$ cat config.mk
export PLATFORM = sky130hd
export DESIGN_NAME = play_receiver
export DESIGN_NICKNAME = d
export VERILOG_FILES = /design/src/rtl/play_receiver.sv
export SDC_FILE = /design/constraint.sdc
export NUM_CORES = 1
export LEC_CHECK = 0
export BUFFER_PORTS_ARGS = -buffer_cell sky130_fd_sc_hd__buf_4
export CAP_MARGIN = 10
export CORE_ASPECT_RATIO = 1.1
export CORE_MARGIN = 2
export CORE_UTILIZATION = 30
export CTS_CLUSTER_DIAMETER = 80
export CTS_CLUSTER_SIZE = 28
export DETAILED_ROUTE_END_ITERATION = 8
export PLACE_DENSITY = 0.54
export SYNTH_ARGS = -nofsm -noshare
export SYNTH_HDL_FRONTEND = slang
export SYNTH_SLANG_ARGS = --single-unit
export TNS_END_PERCENT = 50
$ cat constraint.sdc
create_clock -name clock -period 2.5 [get_ports clock]
set_clock_uncertainty 0.05 [all_clocks]
set_input_delay 0.125 -clock clock [delete_from_list [all_inputs] [get_ports clock]]
set_output_delay 0.125 -clock clock [all_outputs]
set_load 0.005 [all_outputs]
$ cat src/rtl/play_receiver.sv
// play_receiver: UART 8N1 receiver (8E1 when PLAY_RX_PARITY_EN is defined) decoding LF-terminated hex frames into `expected`.
// Latency: pronto/erro 2 cycles after the stop-bit sample; no backpressure, every received byte is consumed.
module play_receiver #(
    parameter int CLKS_PER_BIT = 434,
    parameter int NUM_CHARS    = 7
) (
    input  logic                   clock,
    input  logic                   reset,
    input  logic                   serial_rx,
    output logic                   recebendo,
    output logic [7:0]             dado_rx,
    output logic                   pronto,
    output logic                   erro,
    output logic [4*NUM_CHARS-1:0] expected
);

    localparam int EW  = 4 * NUM_CHARS;
    localparam int CW  = (CLKS_PER_BIT > 1) ? $clog2(CLKS_PER_BIT) : 1;
    localparam int CCW = $clog2(NUM_CHARS + 1);

    localparam logic [CW-1:0]  BIT_LAST   = CW'(CLKS_PER_BIT - 1);
    localparam logic [CW-1:0]  HALF_LAST  = CW'(CLKS_PER_BIT / 2 - 1);
    localparam logic [CCW-1:0] CHARS_FULL = CCW'(NUM_CHARS);

    localparam logic [7:0] ASCII_LF = 8'h0A;
    localparam logic [7:0] ASCII_CR = 8'h0D;

    localparam logic [2:0] S_IDLE   = 3'd0;
    localparam logic [2:0] S_START  = 3'd1;
    localparam logic [2:0] S_DATA   = 3'd2;
    localparam logic [2:0] S_STOP   = 3'd3;
    localparam logic [2:0] S_BREAK  = 3'd4;
`ifdef PLAY_RX_PARITY_EN
    localparam logic [2:0] S_PARITY = 3'd5;
`endif

    localparam logic F_COLLECT = 1'b0;
    localparam logic F_DISCARD = 1'b1;

    logic           r_rx_meta;
    logic           r_rx_s;
    logic [2:0]     r_state;
    logic [CW-1:0]  r_clk_cnt;
    logic [2:0]     r_bit_idx;
    logic [7:0]     r_shreg;
    logic           r_recebendo;
    logic [7:0]     r_dado_rx;
    logic           r_byte_ok;
    logic           r_byte_bad;

    logic           r_fstate;
    logic [CCW-1:0] r_char_cnt;
    logic [EW-1:0]  r_nib_sr;
    logic [EW-1:0]  r_expected;
    logic           r_pronto;
    logic           r_erro;

    logic           w_par_ok;
    logic           w_is_hex;
    logic [3:0]     w_nibble;

    // Two-flop synchroniser; idles high so reset never looks like a start bit.
    always_ff @(posedge clock) begin
        if (!reset) begin
            r_rx_meta <= 1'b1;
            r_rx_s    <= 1'b1;
        end else begin
            r_rx_meta <= serial_rx;
            r_rx_s    <= r_rx_meta;
        end
    end

`ifdef PLAY_RX_PARITY_EN
    logic r_par_bit;
    assign w_par_ok = ~(^r_shreg ^ r_par_bit);
`else
    assign w_par_ok = 1'b1;
`endif

    always_ff @(posedge clock) begin
        if (!reset) begin
            r_state     <= S_IDLE;
            r_clk_cnt   <= '0;
            r_bit_idx   <= '0;
            r_shreg     <= '0;
            r_recebendo <= 1'b0;
            r_dado_rx   <= '0;
            r_byte_ok   <= 1'b0;
            r_byte_bad  <= 1'b0;
`ifdef PLAY_RX_PARITY_EN
            r_par_bit   <= 1'b0;
`endif
        end else begin
            r_byte_ok  <= 1'b0;
            r_byte_bad <= 1'b0;
            case (r_state)
                S_IDLE: begin
                    if (!r_rx_s) begin
                        r_state   <= S_START;
                        r_clk_cnt <= '0;
                    end
                end
                S_START: begin
                    if (r_clk_cnt == HALF_LAST) begin
                        r_clk_cnt <= '0;
                        if (r_rx_s) begin
                            r_state <= S_IDLE;
                        end else begin
                            r_state     <= S_DATA;
                            r_bit_idx   <= '0;
                            r_recebendo <= 1'b1;
                        end
                    end else begin
                        r_clk_cnt <= r_clk_cnt + 1'b1;
                    end
                end
                S_DATA: begin
                    if (r_clk_cnt == BIT_LAST) begin
                        r_clk_cnt <= '0;
                        r_shreg   <= {r_rx_s, r_shreg[7:1]};
                        if (r_bit_idx == 3'd7) begin
`ifdef PLAY_RX_PARITY_EN
                            r_state <= S_PARITY;
`else
                            r_state <= S_STOP;
`endif
                        end else begin
                            r_bit_idx <= r_bit_idx + 1'b1;
                        end
                    end else begin
                        r_clk_cnt <= r_clk_cnt + 1'b1;
                    end
                end
`ifdef PLAY_RX_PARITY_EN
                S_PARITY: begin
                    if (r_clk_cnt == BIT_LAST) begin
                        r_clk_cnt <= '0;
                        r_par_bit <= r_rx_s;
                        r_state   <= S_STOP;
                    end else begin
                        r_clk_cnt <= r_clk_cnt + 1'b1;
                    end
                end
`endif
                S_STOP: begin
                    if (r_clk_cnt == BIT_LAST) begin
                        r_clk_cnt   <= '0;
                        r_recebendo <= 1'b0;
                        if (!r_rx_s) begin
                            // Framing error: the line may still be low, so hold off new starts until it idles.
                            r_byte_bad <= 1'b1;
                            r_state    <= S_BREAK;
                        end else if (w_par_ok) begin
                            r_dado_rx <= r_shreg;
                            r_byte_ok <= 1'b1;
                            r_state   <= S_IDLE;
                        end else begin
                            r_byte_bad <= 1'b1;
                            r_state    <= S_IDLE;
                        end
                    end else begin
                        r_clk_cnt <= r_clk_cnt + 1'b1;
                    end
                end
                S_BREAK: begin
                    if (r_rx_s) begin
                        r_state <= S_IDLE;
                    end
                end
                default: r_state <= S_IDLE;
            endcase
        end
    end

    always_comb begin
        w_is_hex = 1'b0;
        w_nibble = 4'h0;
        if (r_dado_rx >= 8'h30 && r_dado_rx <= 8'h39) begin
            w_is_hex = 1'b1;
            w_nibble = r_dado_rx[3:0];
        end else if ((r_dado_rx >= 8'h41 && r_dado_rx <= 8'h46) ||
                     (r_dado_rx >= 8'h61 && r_dado_rx <= 8'h66)) begin
            w_is_hex = 1'b1;
            w_nibble = r_dado_rx[3:0] + 4'd9;
        end
    end

    // Frame FSM reads r_dado_rx, which is updated in the same cycle byte_ok rises.
    always_ff @(posedge clock) begin
        if (!reset) begin
            r_fstate   <= F_COLLECT;
            r_char_cnt <= '0;
            r_nib_sr   <= '0;
            r_expected <= '0;
            r_pronto   <= 1'b0;
            r_erro     <= 1'b0;
        end else begin
            r_pronto <= 1'b0;
            r_erro   <= 1'b0;
            if (r_byte_bad) begin
                if (r_fstate == F_COLLECT) begin
                    r_erro   <= 1'b1;
                    r_fstate <= F_DISCARD;
                end
            end else if (r_byte_ok) begin
                if (r_fstate == F_DISCARD) begin
                    if (r_dado_rx == ASCII_LF) begin
                        r_char_cnt <= '0;
                        r_fstate   <= F_COLLECT;
                    end
                end else if (w_is_hex) begin
                    if (r_char_cnt < CHARS_FULL) begin
                        r_nib_sr   <= {r_nib_sr[EW-5:0], w_nibble};
                        r_char_cnt <= r_char_cnt + 1'b1;
                    end else begin
                        r_erro   <= 1'b1;
                        r_fstate <= F_DISCARD;
                    end
                end else if (r_dado_rx == ASCII_LF) begin
                    if (r_char_cnt == CHARS_FULL) begin
                        r_expected <= r_nib_sr;
                        r_pronto   <= 1'b1;
                    end else begin
                        r_erro <= 1'b1;
                    end
                    r_char_cnt <= '0;
                end else if (r_dado_rx != ASCII_CR) begin
                    r_erro   <= 1'b1;
                    r_fstate <= F_DISCARD;
                end
            end
        end
    end

    assign recebendo = r_recebendo;
    assign dado_rx   = r_dado_rx;
    assign pronto    = r_pronto;
    assign erro      = r_erro;
    assign expected  = r_expected;

endmodule

After elaboration in Yosys (flattened, before gate mapping)

Index checks and enable logic that the tools add are counted.

Register bits: 98
Input bits: 3
Output and inout bits: 39
Word-level logic and storage cells: 121

Add/sub/neg operators: 4
$lt $le $gt $ge: 7
Equality and inequality tests: 19
Multiplexer cells: 48
Bitwise operators: 6
Reduce and logical (&&, ||, !) cells: 21

Operators by type and width:

| operator                                               | count |
|---|---|
| two-way mux 3 bit                                      | 15 |
| two-way mux 9 bit                                      | 3 |
| case mux 9 bit (3 select lines)                        | 1 |
| two-way mux 1 bit                                      | 23 |
| >= comparator 8 x 7 -> 1 bit (second input constant)   | 2 |
| <= comparator 8 x 7 -> 1 bit (second input constant)   | 2 |
| inequality test 2 bit (second input constant)          | 8 |
| case mux 3 bit (5 select lines)                        | 1 |
| AND reduction 6 bit                                    | 2 |
| AND reduction 5 bit                                    | 2 |
| adder 9 x 1 -> 9 bit (second input constant)           | 1 |
| == test 3 bit (second input constant)                  | 3 |
| == test 9 x 8 -> 1 bit (second input constant)         | 1 |
| == test 9 bit (second input constant)                  | 1 |
| AND reduction 3 bit                                    | 3 |
| == test 8 x 4 -> 1 bit (second input constant)         | 1 |
| >= comparator 8 x 6 -> 1 bit (second input constant)   | 1 |
| <= comparator 8 x 6 -> 1 bit (second input constant)   | 1 |
| two-way mux 4 bit                                      | 2 |
| inequality test 8 x 4 -> 1 bit (second input constant) | 1 |
| adder 3 x 1 -> 3 bit (second input constant)           | 2 |
| == test 3 x 2 -> 1 bit (second input constant)         | 2 |
| NOT 1 bit                                              | 6 |
| case mux 3 bit (2 select lines)                        | 1 |
| other kinds (15)                                       | 20 |

Depth between registers and ports, before layout

Gate-level depths: netlist of the first run.

Depth in word-level cells: 9
Depth in mapped cells: 9
Depth with buffers taken out: 7

Least setup slack after synthesis of the first run

OpenSTA, ideal clock, no wires.

Path type: reg-to-reg
Start: reg r_dado_rx[1], in the netlist dado_rx[1]
End: reg r_char_cnt[0]
Library setup time: 0.087 ns
Data arrival time: 1.798 ns
Required time: 2.363 ns
Setup slack: 0.564 ns
Stages on the path, launching flop included: 9
Path buffers: 1
Period minus slack after synthesis: 1.936 ns
Cells stage by stage: dfxtp_1 inv_1 ha_1 or3b_1 and3_1 o21ai_1 buf_2 nand3_1 o31ai_1

Cells in the longest elaborated chain, start to end: 7
Elaborated cells between the ends (all ways): 18
Those cells by class: order compare: 6; eq/ne: 2; mux: 5; reduce/logical: 5

Ends and longest elaborated chain:

| what                                                                                 | RTL line | RTL |
|---|---|---|
| start, declared                                                                      | 47       | `logic [7:0] r_dado_rx;` |
| start signal, assigned                                                               | 154      | `r_dado_rx <= r_shreg;` |
| >= comparator 8 x 7 -> 1 bit, or another cell as far along                           | 181      | `end else if ((r_dado_rx >= 8'h41 && r_dado_rx <= 8'h46) \|\|` |
| logical AND 1 bit, on equally long branches                                          | 181, 182 |  |
| logical OR 1 bit                                                                     | 181      |  |
| two-way mux 1 bit                                                                    | 181      |  |
| two-way mux 1 bit                                                                    | 178      | `if (r_dado_rx >= 8'h30 && r_dado_rx <= 8'h39) begin` |
| inequality test 3 x 2 -> 1 bit (no line) / two-way mux 3 bit (equally long branches) | --       |  |
| AND reduction 3 bit (no line) / two-way mux 3 bit (equally long branches)            | --       |  |
| end signal, assigned                                                                 | 214      | `r_char_cnt <= r_char_cnt + 1'b1;` |
| end, declared                                                                        | 52       | `logic [CCW-1:0] r_char_cnt;` |

Parallel ways exist; a longest one is shown, timed or not.
A chain may end at the register's enable or synchronous reset.

Worst setup path after layout of the first run

Start: reg r_clk_cnt[1]
End: reg r_clk_cnt[7]

Cells in the longest elaborated chain, start to end: 3
Elaborated cells between the ends (all ways): 6
Those cells by class: add/sub: 1; eq/ne: 2; mux: 3

Ends and longest elaborated chain:

| what                                               | RTL line      | RTL |
|---|---|---|
| start, declared                                    | 43            | `logic [CW-1:0] r_clk_cnt;` |
| start signal, assigned                             | 114           | `r_clk_cnt <= r_clk_cnt + 1'b1;` |
| start signal, assigned                             | 131           | `r_clk_cnt <= r_clk_cnt + 1'b1;` |
| start signal, assigned                             | 162           | `r_clk_cnt <= r_clk_cnt + 1'b1;` |
| adder 9 x 1 -> 9 bit, or another cell as far along | 114, 131, 162 |  |
| two-way mux 9 bit, on equally long branches        | 118, 146, 104 |  |
| case mux 9 bit (3 select lines) *                  | 96            | `case (r_state)` |

Mark *: on every way between the ends. The rest lies on a longest branch, timed or not.

==> results of run 1 <==
## cell type report
type | instances | area [µm²] | area share
clock buffers | 12 | 246.5 | 0.04973
clock inverters | 3 | 25.02 | 0.005049
inverters | 9 | 33.78 | 0.006816
multi-input cells | 354 | 2063 | 0.4163
flip-flops and latches | 98 | 1962 | 0.3959
well taps | 188 | 235.2 | 0.04746
repair buffers | 50 | 390.4 | 0.07877
## layer usage
metal  vias up  wire [µm]
li1       1767          -
met1      1572       3972
met2        54       4383
met3        12        317
met4         0        183
met5         -          0
## per-stage QoR
| step | area [µm²] | setup slack [ns] | power [µW] | util | hold WS (ns) |
|---|---|---|---|---|---|
| final | 4956 | 0.4193 | 2903 | 0.3593 | 0.06883 |
| after floorplan | 4237 | 0.5645 | 1640 | - | 0.1765 |
| after global placement | 4674 | 0.4826 | 1654 | 0.3389 | 0.2587 |
| after CTS | 4956 | 0.3930 | 2955 | 0.3593 | 0.05458 |
| after detailed placement | 4674 | 0.4143 | 1654 | 0.3389 | 0.2627 |
| after global routing | 4956 | 0.2416 | 3018 | 0.3593 | 0.07437 |
## path summary, 6_finish.rpt
path | cells past startpoint | from | to
max | 8 | r_clk_cnt[1]$_SDFFE_PN0P_ | r_clk_cnt[7]$_SDFFE_PN0P_
min reg2reg | 1 | r_rx_meta$_SDFF_PN1_ | r_rx_s$_SDFF_PN1_
max reg2reg | 8 | r_clk_cnt[1]$_SDFFE_PN0P_ | r_clk_cnt[7]$_SDFFE_PN0P_
min | 2 | reset | r_rx_meta$_SDFF_PN1_
## cells in the final DEF (no fill, tap or decap), types with 3 or more instances in the layout
master / n
nor3_1: 3
clkbuf_16: 9
o311ai_1: 4
o21ai_1: 7
ha_1: 11
nor2_1: 18
a21oi_2: 10
nand3_1: 57
a22oi_1: 3
inv_1: 8
dfxtp_1: 98
nand2_1: 98
a21oi_1: 26
nand2b_1: 8
nand2_2: 11
mux2i_1: 11
buf_4: 48
o21ai_0: 33
## logic make-up (layout without fill, tap and decap cells)
| kind of cell | count (synthesis) | after routing | synth area share |
|---|---|---|---|
| compound gates | 107 | 107 | 0.1645 |
| fa+ha+maj | 11 | 11 | 0.03249 |
| buf+inv | 41 | 74 | 0.04991 |
| flops | 98 | 98 | 0.4631 |
| mux | 11 | 11 | 0.02599 |
| simple gates | 225 | 225 | 0.2640 |
## flip-flops by register name, summed over array words and instances (netlist names)
name        cells
expected       28
r_nib_sr       28
r_clk_cnt       9
dado_rx         8
r_shreg         8
r_bit_idx       3
r_char_cnt      3
r_state         3
erro            1
pronto          1
r_byte_bad      1
r_byte_ok       1
r_fstate        1
r_rx_meta       1
r_rx_s          1
recebendo       1
## power breakdown
part | switching (µW) | total (µW) | leakage [µW] | internal, µW
logic | 42.0 | 53.2 | 0.000765 | 11.2
clock network | 582 | 1280 | 0.000129 | 703
registers | 2.52 | 1570 | 0.000789 | 1560
total | 626 | 2900 | 0.00168 | 2280
==> metrics.csv, run 1 <==
stage,metric,value,unit
run_status,status,finished clean,
logic_synthesis,synth-seq-area-share,0.4631,
die,rows,45,
logic_synthesis,synth_edf_count,0,
global_route,busiest_layer,met2,
job,maxCapViolCount,0,
critical_path,rrSetupSlack,0.42,ns
route,drc_errors,0,
sta,timing.max_slew.rel_slack,0.6343,
logic_synthesis,synthCells,493,
logic_synthesis,yosys.area.top_type,dfxtp_1,
sta,min_period,2.081,ns
die,dieArea,15090,µm²
sta,clock.fmax,480.6,MHz
clock_network,clock_path_buffers,2,
sta,rsz0062_at_grt,no,
min_path,min_path_type,in -> reg,
sta,finalCritPeriodShare,0.8323,
route,viasPerCell,4.769,
final_layout,nNetsFinal,536,
sta,tightest_slew,0.5410,ns
clock_network,clock_sinks,98,
global_route,use_met1,0.1372,
place,hpwlAfterDp,6139,µm
critical_path,worstSetupStartpointType,flop,
clock_network,cts_buffers,9,
logic_synthesis,synth_common_cells,"dfxtp_1 (98), nand2_1 (98), nand3_1 (57)",
final_layout,layout.cells.non_filler,714,
clock_network,htreeDepth,3,
global_route,grtUsageTotal,0.1217,
sta,slew_viol_final,0,
critical_path,end_kind,flop,
critical_path,worstSetupPathType,reg -> reg,
logic_synthesis,synth_seq_cells,98,
clock_network,clk_pin_slew,0.06,ns
clock_network,cts_root_buf,clkbuf_16,
logic_synthesis,netlist.area_leader.share,0.4631,
critical_path,crit_chain,"inv_1, ha_1, nand4b_1, nor3_2, buf_4, o2bb2ai_2, nand2b_1, o311ai_0",
clock_network,clkLatencyLatePin,0.34,ns
global_route,met3_usage,0.03856,
logic_synthesis,ys.flop_type,dfxtp_1,
sta,hold_viol,0,
die,core-area,13790,µm²
sta,fin_tns_setup,0,ns
critical_path,critPathTopFamily,compound AO/OA/AOI/OAI gates,
clock_network,cts_hold_buf,1,
route,drtPass1Iterations,4,
clock_network,tritoncts,yes,
logic_synthesis,yosys_warnings,0,
die,die_h,128.6,µm
final_layout,drive_above_1_share,0.1768,
place,place.gp.congestion,0.8208,
critical_path,crit_fanout,8,
logic_synthesis,synth_area_leaders,"dfxtp_1 (46%), nand2_1 (8.7%), nand3_1 (6.7%), o21ai_0 (3.9%), ha_1 (3.2%)",
route,vias,3405,
critical_path,worstPathRequired,2.69,ns
place,portBuffers,41,
final_layout,fillCellCount,1455,
final_layout,syn_to_final_growth,16.98,%
global_route,globalRouteOverflowTotal,0,
route,drt_wl_total,8856,µm
power_and_ir_drop,irDropWorstVdd,0.3588,mV
power_and_ir_drop,leakagePower,0.001683,µW
logic_synthesis,synth_fp_nets,507,
critical_path,timing.critical_path.buf_inv,2,
route,ant_nets,0,
global_route,grt_max_degree,59,
critical_path,slowest_stage,dfxtp_1,
global_route,antenna_found_initial,0,
critical_path,arrival,2.27,ns
logic_synthesis,postSynth.asyncResetShare,0,
logic_synthesis,synth.avg_cell_area,8.593,µm²
logic_synthesis,syn-cell-area,4237,µm²
die,pin_count,42,
route,drtIter0Drc,154,
logic_synthesis,ys_types,64,
place,placed_cells,698,
die,start_util,0.3071,
sta,setup_viol,0,
global_route,gr-usage-met2,0.2102,
clock_network,postCtsSetupBuffers,0,
global_route,grt_pass1_wl,14990,µm
clock_network,cts-resized-gates,0,
critical_path,critPathMaxStageDelay,0.36,ns
route,wire_per_inst,12.40,µm
die,chipWidth,117.3,µm
global_route,grt_pass1_vias,3187,
final_layout,n_antenna_cell,0,
power_and_ir_drop,power_density,585.7,nW/µm²
Power figures use the tool's default switching activity.
==> run 2: changes to the inputs <==
--- a/config.mk
+++ b/config.mk
@@ -13,7 +13,7 @@
 export CTS_CLUSTER_DIAMETER = 80
 export CTS_CLUSTER_SIZE = 28
 export DETAILED_ROUTE_END_ITERATION = 8
-export PLACE_DENSITY = 0.54
+export PLACE_DENSITY = 0.56
 export SYNTH_ARGS = -nofsm -noshare
 export SYNTH_HDL_FRONTEND = slang
 export SYNTH_SLANG_ARGS = --single-unit
==> constraint.sdc (replaced) <==
create_clock -name clock -period 1.9 [get_ports clock]
set_clock_uncertainty 0.05 [all_clocks]
set_input_delay 0.095 -clock clock [delete_from_list [all_inputs] [get_ports clock]]
set_output_delay 0.095 -clock clock [all_outputs]
set_load 0.005 [all_outputs]
==> metrics.csv, run 2 (same netlist as run 1, synthesis figures left out) <==
stage,metric,value,unit
global_route,grt_pass1_vias,3535,
global_route,grt_pass1_wl,15950,µm
route,drtPass1Iterations,4,
clock_network,clock_path_buffers,2,
run_status,status,"finished, violations left",
power_and_ir_drop,leakagePower,0.001977,µW
clock_network,cts_buffers,9,
place,hpwlAfterDp,6624,µm
min_path,min_path_type,reg -> reg,
critical_path,crit_fanout,3,
clock_network,clock_sinks,98,
die,rows,45,
final_layout,syn_to_final_growth,31.57,%
critical_path,worstPathRequired,2.13,ns
sta,timing.max_slew.rel_slack,0.6705,
sta,setup_ws,-0.02539,ns
clock_network,clkLatencyLatePin,0.35,ns
power_and_ir_drop,power_density,688.2,nW/µm²
critical_path,worstSetupStartpointType,flop,
route,viasPerCell,4.830,
die,dieArea,15090,µm²
sta,fin_tns_setup,-0.05526,ns
final_layout,final_common_cell,nand2_1,
route,drt_wl_total,9520,µm
run_status,violations,negative setup slack,
power_and_ir_drop,irDropWorstVdd,0.4530,mV
die,core-area,13790,µm²
die,die_h,128.6,µm
place,portBuffers,41,
place,place.gp.congestion,0.7549,
route,wire_per_inst,12.48,µm
route,ant_nets,0,
critical_path,worstSetupPathType,reg -> reg,
die,start_util,0.3071,
clock_network,htreeDepth,3,
sta,rsz0062_at_grt,yes,
route,drc_errors,0,
die,pin_count,42,
sta,finalCritPeriodShare,1.013,
final_layout,fillCellCount,1447,
global_route,globalRouteOverflowTotal,0,
global_route,antenna_found_initial,0,
critical_path,end_kind,flop,
sta,slew_viol_final,0,
clock_network,clk_pin_slew,0.06,ns
sta,min_period,1.925,ns
sta,tightest_slew,0.4942,ns
job,maxCapViolCount,0,
sta,hold_viol,0,
route,drtIter0Drc,165,
power_and_ir_drop,total_power,3836,µW
global_route,grt_max_degree,54,
sta,clock.fmax,519.4,MHz
final_layout,final_cell_mix,"nand2_1 (98), dfxtp_1 (92), buf_4 (83)",
place,placed_cells,735,
route,vias,3685,
critical_path,arrival,2.15,ns
sta,setup_viol,3,
clock_network,cts_root_buf,clkbuf_16,
final_layout,layout.cells.non_filler,763,
clock_network,tritoncts,yes,
global_route,grtUsageTotal,0.1288,
final_layout,drive_above_1_share,0.2939,
final_layout,n_antenna_cell,0,
final_layout,nNetsFinal,585,
die,chipWidth,117.3,µm
==> run 2: layout make-up <==
| cell class | count | area [µm²] | area share |
|---|---|---|---|
| multi-input combinational | 354 | 2181 | 0.3912 |
| sequential | 98 | 1972 | 0.3538 |
| timing repair buffer | 99 | 878.3 | 0.1576 |
| tap | 188 | 235.2 | 0.04220 |
| clock buffer | 9 | 225.2 | 0.04040 |
| clock inverter | 6 | 48.80 | 0.008754 |
| inverter | 9 | 33.78 | 0.006061 |
==> run 2: per-stage QoR <==
step / worst slack, ns / utilization / hold slack [ns] / instance area, µm²
2_1_floorplan: 0.01187 / - / 0.1465 / 4245
3_3_place_gp: -0.02575 / 0.3630 / 0.2326 / 5007
3_5_place_dp: -0.1066 / 0.3630 / 0.2340 / 5007
4_1_cts: -0.05406 / 0.3877 / 0.3658 / 5348
5_1_grt: -0.1502 / 0.4041 / 0.3867 / 5574
6_report: -0.02539 / 0.4041 / 0.3596 / 5574
==> run 2: where the power goes <==
part / switching [µW] / internal (µW)
Sequential: 2.88 / 2050
Clock: 804 / 893
Combinational: 59.0 / 23.2
Total: 866 / 2970
==> run 2: final timing paths <==
kind	start	endpoint	slack, ns	depth (start not counted)
worst max-delay path	r_bit_idx[0]$_SDFFE_PN0P_	r_bit_idx[1]$_SDFFE_PN0P_	-0.03	5
worst max register to register	r_bit_idx[0]$_SDFFE_PN0P_	r_bit_idx[1]$_SDFFE_PN0P_	-0.03	5
worst min register to register	r_rx_meta$_SDFF_PN1_	r_rx_s$_SDFF_PN1_	0.36	1
worst min-delay path	r_rx_meta$_SDFF_PN1_	r_rx_s$_SDFF_PN1_	0.36	1
==> run 2: what timing repair did <==
| item | CTS | global route |
|---|---|---|
| cloned | 0 | 4 |
| resized for setup | 8 | 31 |
| pin swaps | 2 | 11 |
| endpoints found under the setup margin | 12 | 79 |
| setup buffers | 2 | 4 |
| hold endpoints to repair | 2 | 0 |
| hold buffers | 3 | 0 |
==> run 2: metal layers <==
metal | GRT usage | routed length [µm] | part of all wire | vias up
met5 | 0 | 0 | 0 | -
met4 | 0.05174 | 182 | 0.019 | 0
met3 | 0.04300 | 368 | 0.039 | 16
met2 | 0.2319 | 4815 | 0.51 | 52
met1 | 0.1409 | 4154 | 0.44 | 1739
li1 | - | - | - | 1878
==> run 2: worst max-delay path, stage by stage (launching register included) <==
cell and delay, ns:
dfxtp_1 0.32, ha_1 0.20, ha_1 0.19, or4b_4 0.53, a221oi_4 0.34, mux2i_1 0.22
==> run 3: changes to the inputs <==
--- a/config.mk
+++ b/config.mk
@@ -7,7 +7,7 @@
 export LEC_CHECK = 0
 export BUFFER_PORTS_ARGS = -buffer_cell sky130_fd_sc_hd__buf_4
 export CAP_MARGIN = 10
-export CORE_ASPECT_RATIO = 1.1
+export CORE_ASPECT_RATIO = 1.75
 export CORE_MARGIN = 2
 export CORE_UTILIZATION = 30
 export CTS_CLUSTER_DIAMETER = 80
==> metrics.csv, run 3 (same netlist as run 1, synthesis figures left out) <==
stage,metric,value,unit
critical_path,r2r_start,r_bit_idx[0]$_SDFFE_PN0P_,
sta,setup_ws,-0.04367,ns
route,drt_wl_total,10450,µm
final_layout,final_common_cell,nand2_1,
min_path,min_path_type,in -> reg,
die,core-area,13840,µm²
clock_network,clock_path_buffers,2,
sta,fin_tns_setup,-0.08563,ns
clock_network,clk_pin_slew,0.07,ns
final_layout,drive_above_1_share,0.3016,
global_route,grt_pass1_vias,3511,
sta,setup_viol,2,
run_status,status,"finished, violations left",
place,preCtsSetupSlack,-0.1225,ns
final_layout,fin_area,5623,µm²
power_and_ir_drop,total_power,4245,µW
critical_path,critPathLaunch,r_bit_idx[0]$_SDFFE_PN0P_,
die,chipWidth,93.83,µm
die,pin_count,42,
sta,rsz0062_at_grt,yes,
sta,slew_viol_final,0,
power_and_ir_drop,power_density,754.9,nW/µm²
clock_network,cts_buffers,9,
die,start_util,0.3062,
route,viasPerCell,4.822,
clock_network,cts_root_buf,clkbuf_16,
route,drtPass1Iterations,4,
place,hpwlAfterDp,7342,µm
power_and_ir_drop,leakagePower,0.002031,µW
clock_network,clkLatencyLatePin,0.34,ns
route,ant_nets,0,
global_route,globalRouteOverflowTotal,0,
global_route,grtUsageTotal,0.1361,
final_layout,final_cell_mix,"nand2_1 (98), dfxtp_1 (90), buf_4 (89)",
critical_path,worstSetupStartpointType,flop,
sta,min_period,1.944,ns
die,dieArea,15130,µm²
critical_path,end_kind,flop,
sta,tightest_slew,0.5323,ns
critical_path,rrSetupSlack,-0.04,ns
route,vias,3636,
global_route,grt_pass1_wl,16480,µm
final_layout,nNetsFinal,586,
route,wire_per_inst,13.86,µm
global_route,antenna_found_initial,0,
final_layout,syn_to_final_growth,32.72,%
clock_network,htreeDepth,3,
place,portBuffers,41,
critical_path,arrival,2.15,ns
critical_path,worstPathRequired,2.11,ns
die,die_h,161.2,µm
run_status,violations,negative setup slack,
sta,timing.max_slew.rel_slack,0.6438,
min_path,min_from,reset,
power_and_ir_drop,irDropWorstVdd,0.3691,mV
route,drtIter0Drc,131,
critical_path,worstSetupPathType,reg -> reg,
place,post_dp_cell_area,5044,µm²
sta,finalCritPeriodShare,1.023,
final_layout,n_antenna_cell,0,
job,maxCapViolCount,0,
clock_network,clock_sinks,98,
die,rows,57,
critical_path,crit_fanout,3,
global_route,grt_max_degree,48,
route,drc_errors,0,
place,place.gp.congestion,0.7983,
clock_network,tritoncts,yes,
sta,clock.fmax,514.5,MHz
sta,hold_viol,0,
run 3: cell count changes in the layout (fill, tap and decap cells not counted), sizes merged:
cell | before | now
clkinv | 1 | 2
bufinv | 0 | 3
clkinvlp | 3 | 1
buf | 93 | 97
inv | 11 | 9
dlygate4sd3 | 3 | 1
run 3: worst max-delay path: stages (launching register included):
cell      delay, ns
dfxtp_2        0.32
ha_2           0.20
ha_4           0.16
or4b_4         0.53
a221oi_4       0.35
mux2i_1        0.25
run 3: routing by layer:
metal	routed length, µm	track usage
met5	0	0
met4	304	0.06719
met3	288	0.02472
met2	5942	0.2575
met1	3918	0.1386
run 3: area by class of cell:
type | instances | area, µm²
Multi-Input combinational cell | 354 | 2181
Clock inverter | 6 | 111.4
Timing Repair Buffer | 100 | 862.1
Clock buffer | 10 | 239.0
Tap cell | 177 | 221.5
Fill cell | 1401 | 8213
Inverter | 9 | 33.78
Sequential cell | 98 | 1974
run 3: repair_timing:
item / in CTS / in global routing
pin swaps: 3 / 10
setup endpoints to repair: 7 / 63
resized for setup: 8 / 33
hold buffers: 1 / 0
cloned: 0 / 2
hold endpoints to repair: 1 / 0
buffers inserted: 1 / 6
run 3: per-stage QoR:
| step | std cells | hold WS (ns) | util |
|---|---|---|---|
| 3_5_place_dp | 729 | 0.2335 | 0.3645 |
| 2_1_floorplan | 493 | 0.1465 | - |
| 6_report | 754 | 0.1968 | 0.4064 |
| 3_3_place_gp | 729 | 0.2341 | 0.3645 |
| 5_1_grt | 754 | 0.2076 | 0.4064 |
| 4_1_cts | 747 | 0.1915 | 0.3928 |
run 3: where the power goes:
part	leakage (µW)	total (µW)	internal [µW]	switching, µW
combinational	0.00107	82.1	21.9	60.2
sequential	0.000794	2060	2050	2.82
clock	0.000169	2110	1320	780
run 3: final timing paths:
| check | cells past startpoint | to |
|---|---|---|
| worst min register to register | 1 | r_rx_s$_SDFF_PN1_ |
| worst min-delay path | 3 | r_shreg[6]$_SDFFE_PN0P_ |
| worst max-delay path | 5 | r_bit_idx[1]$_SDFFE_PN0P_ |
| worst max register to register | 5 | r_bit_idx[1]$_SDFFE_PN0P_ |
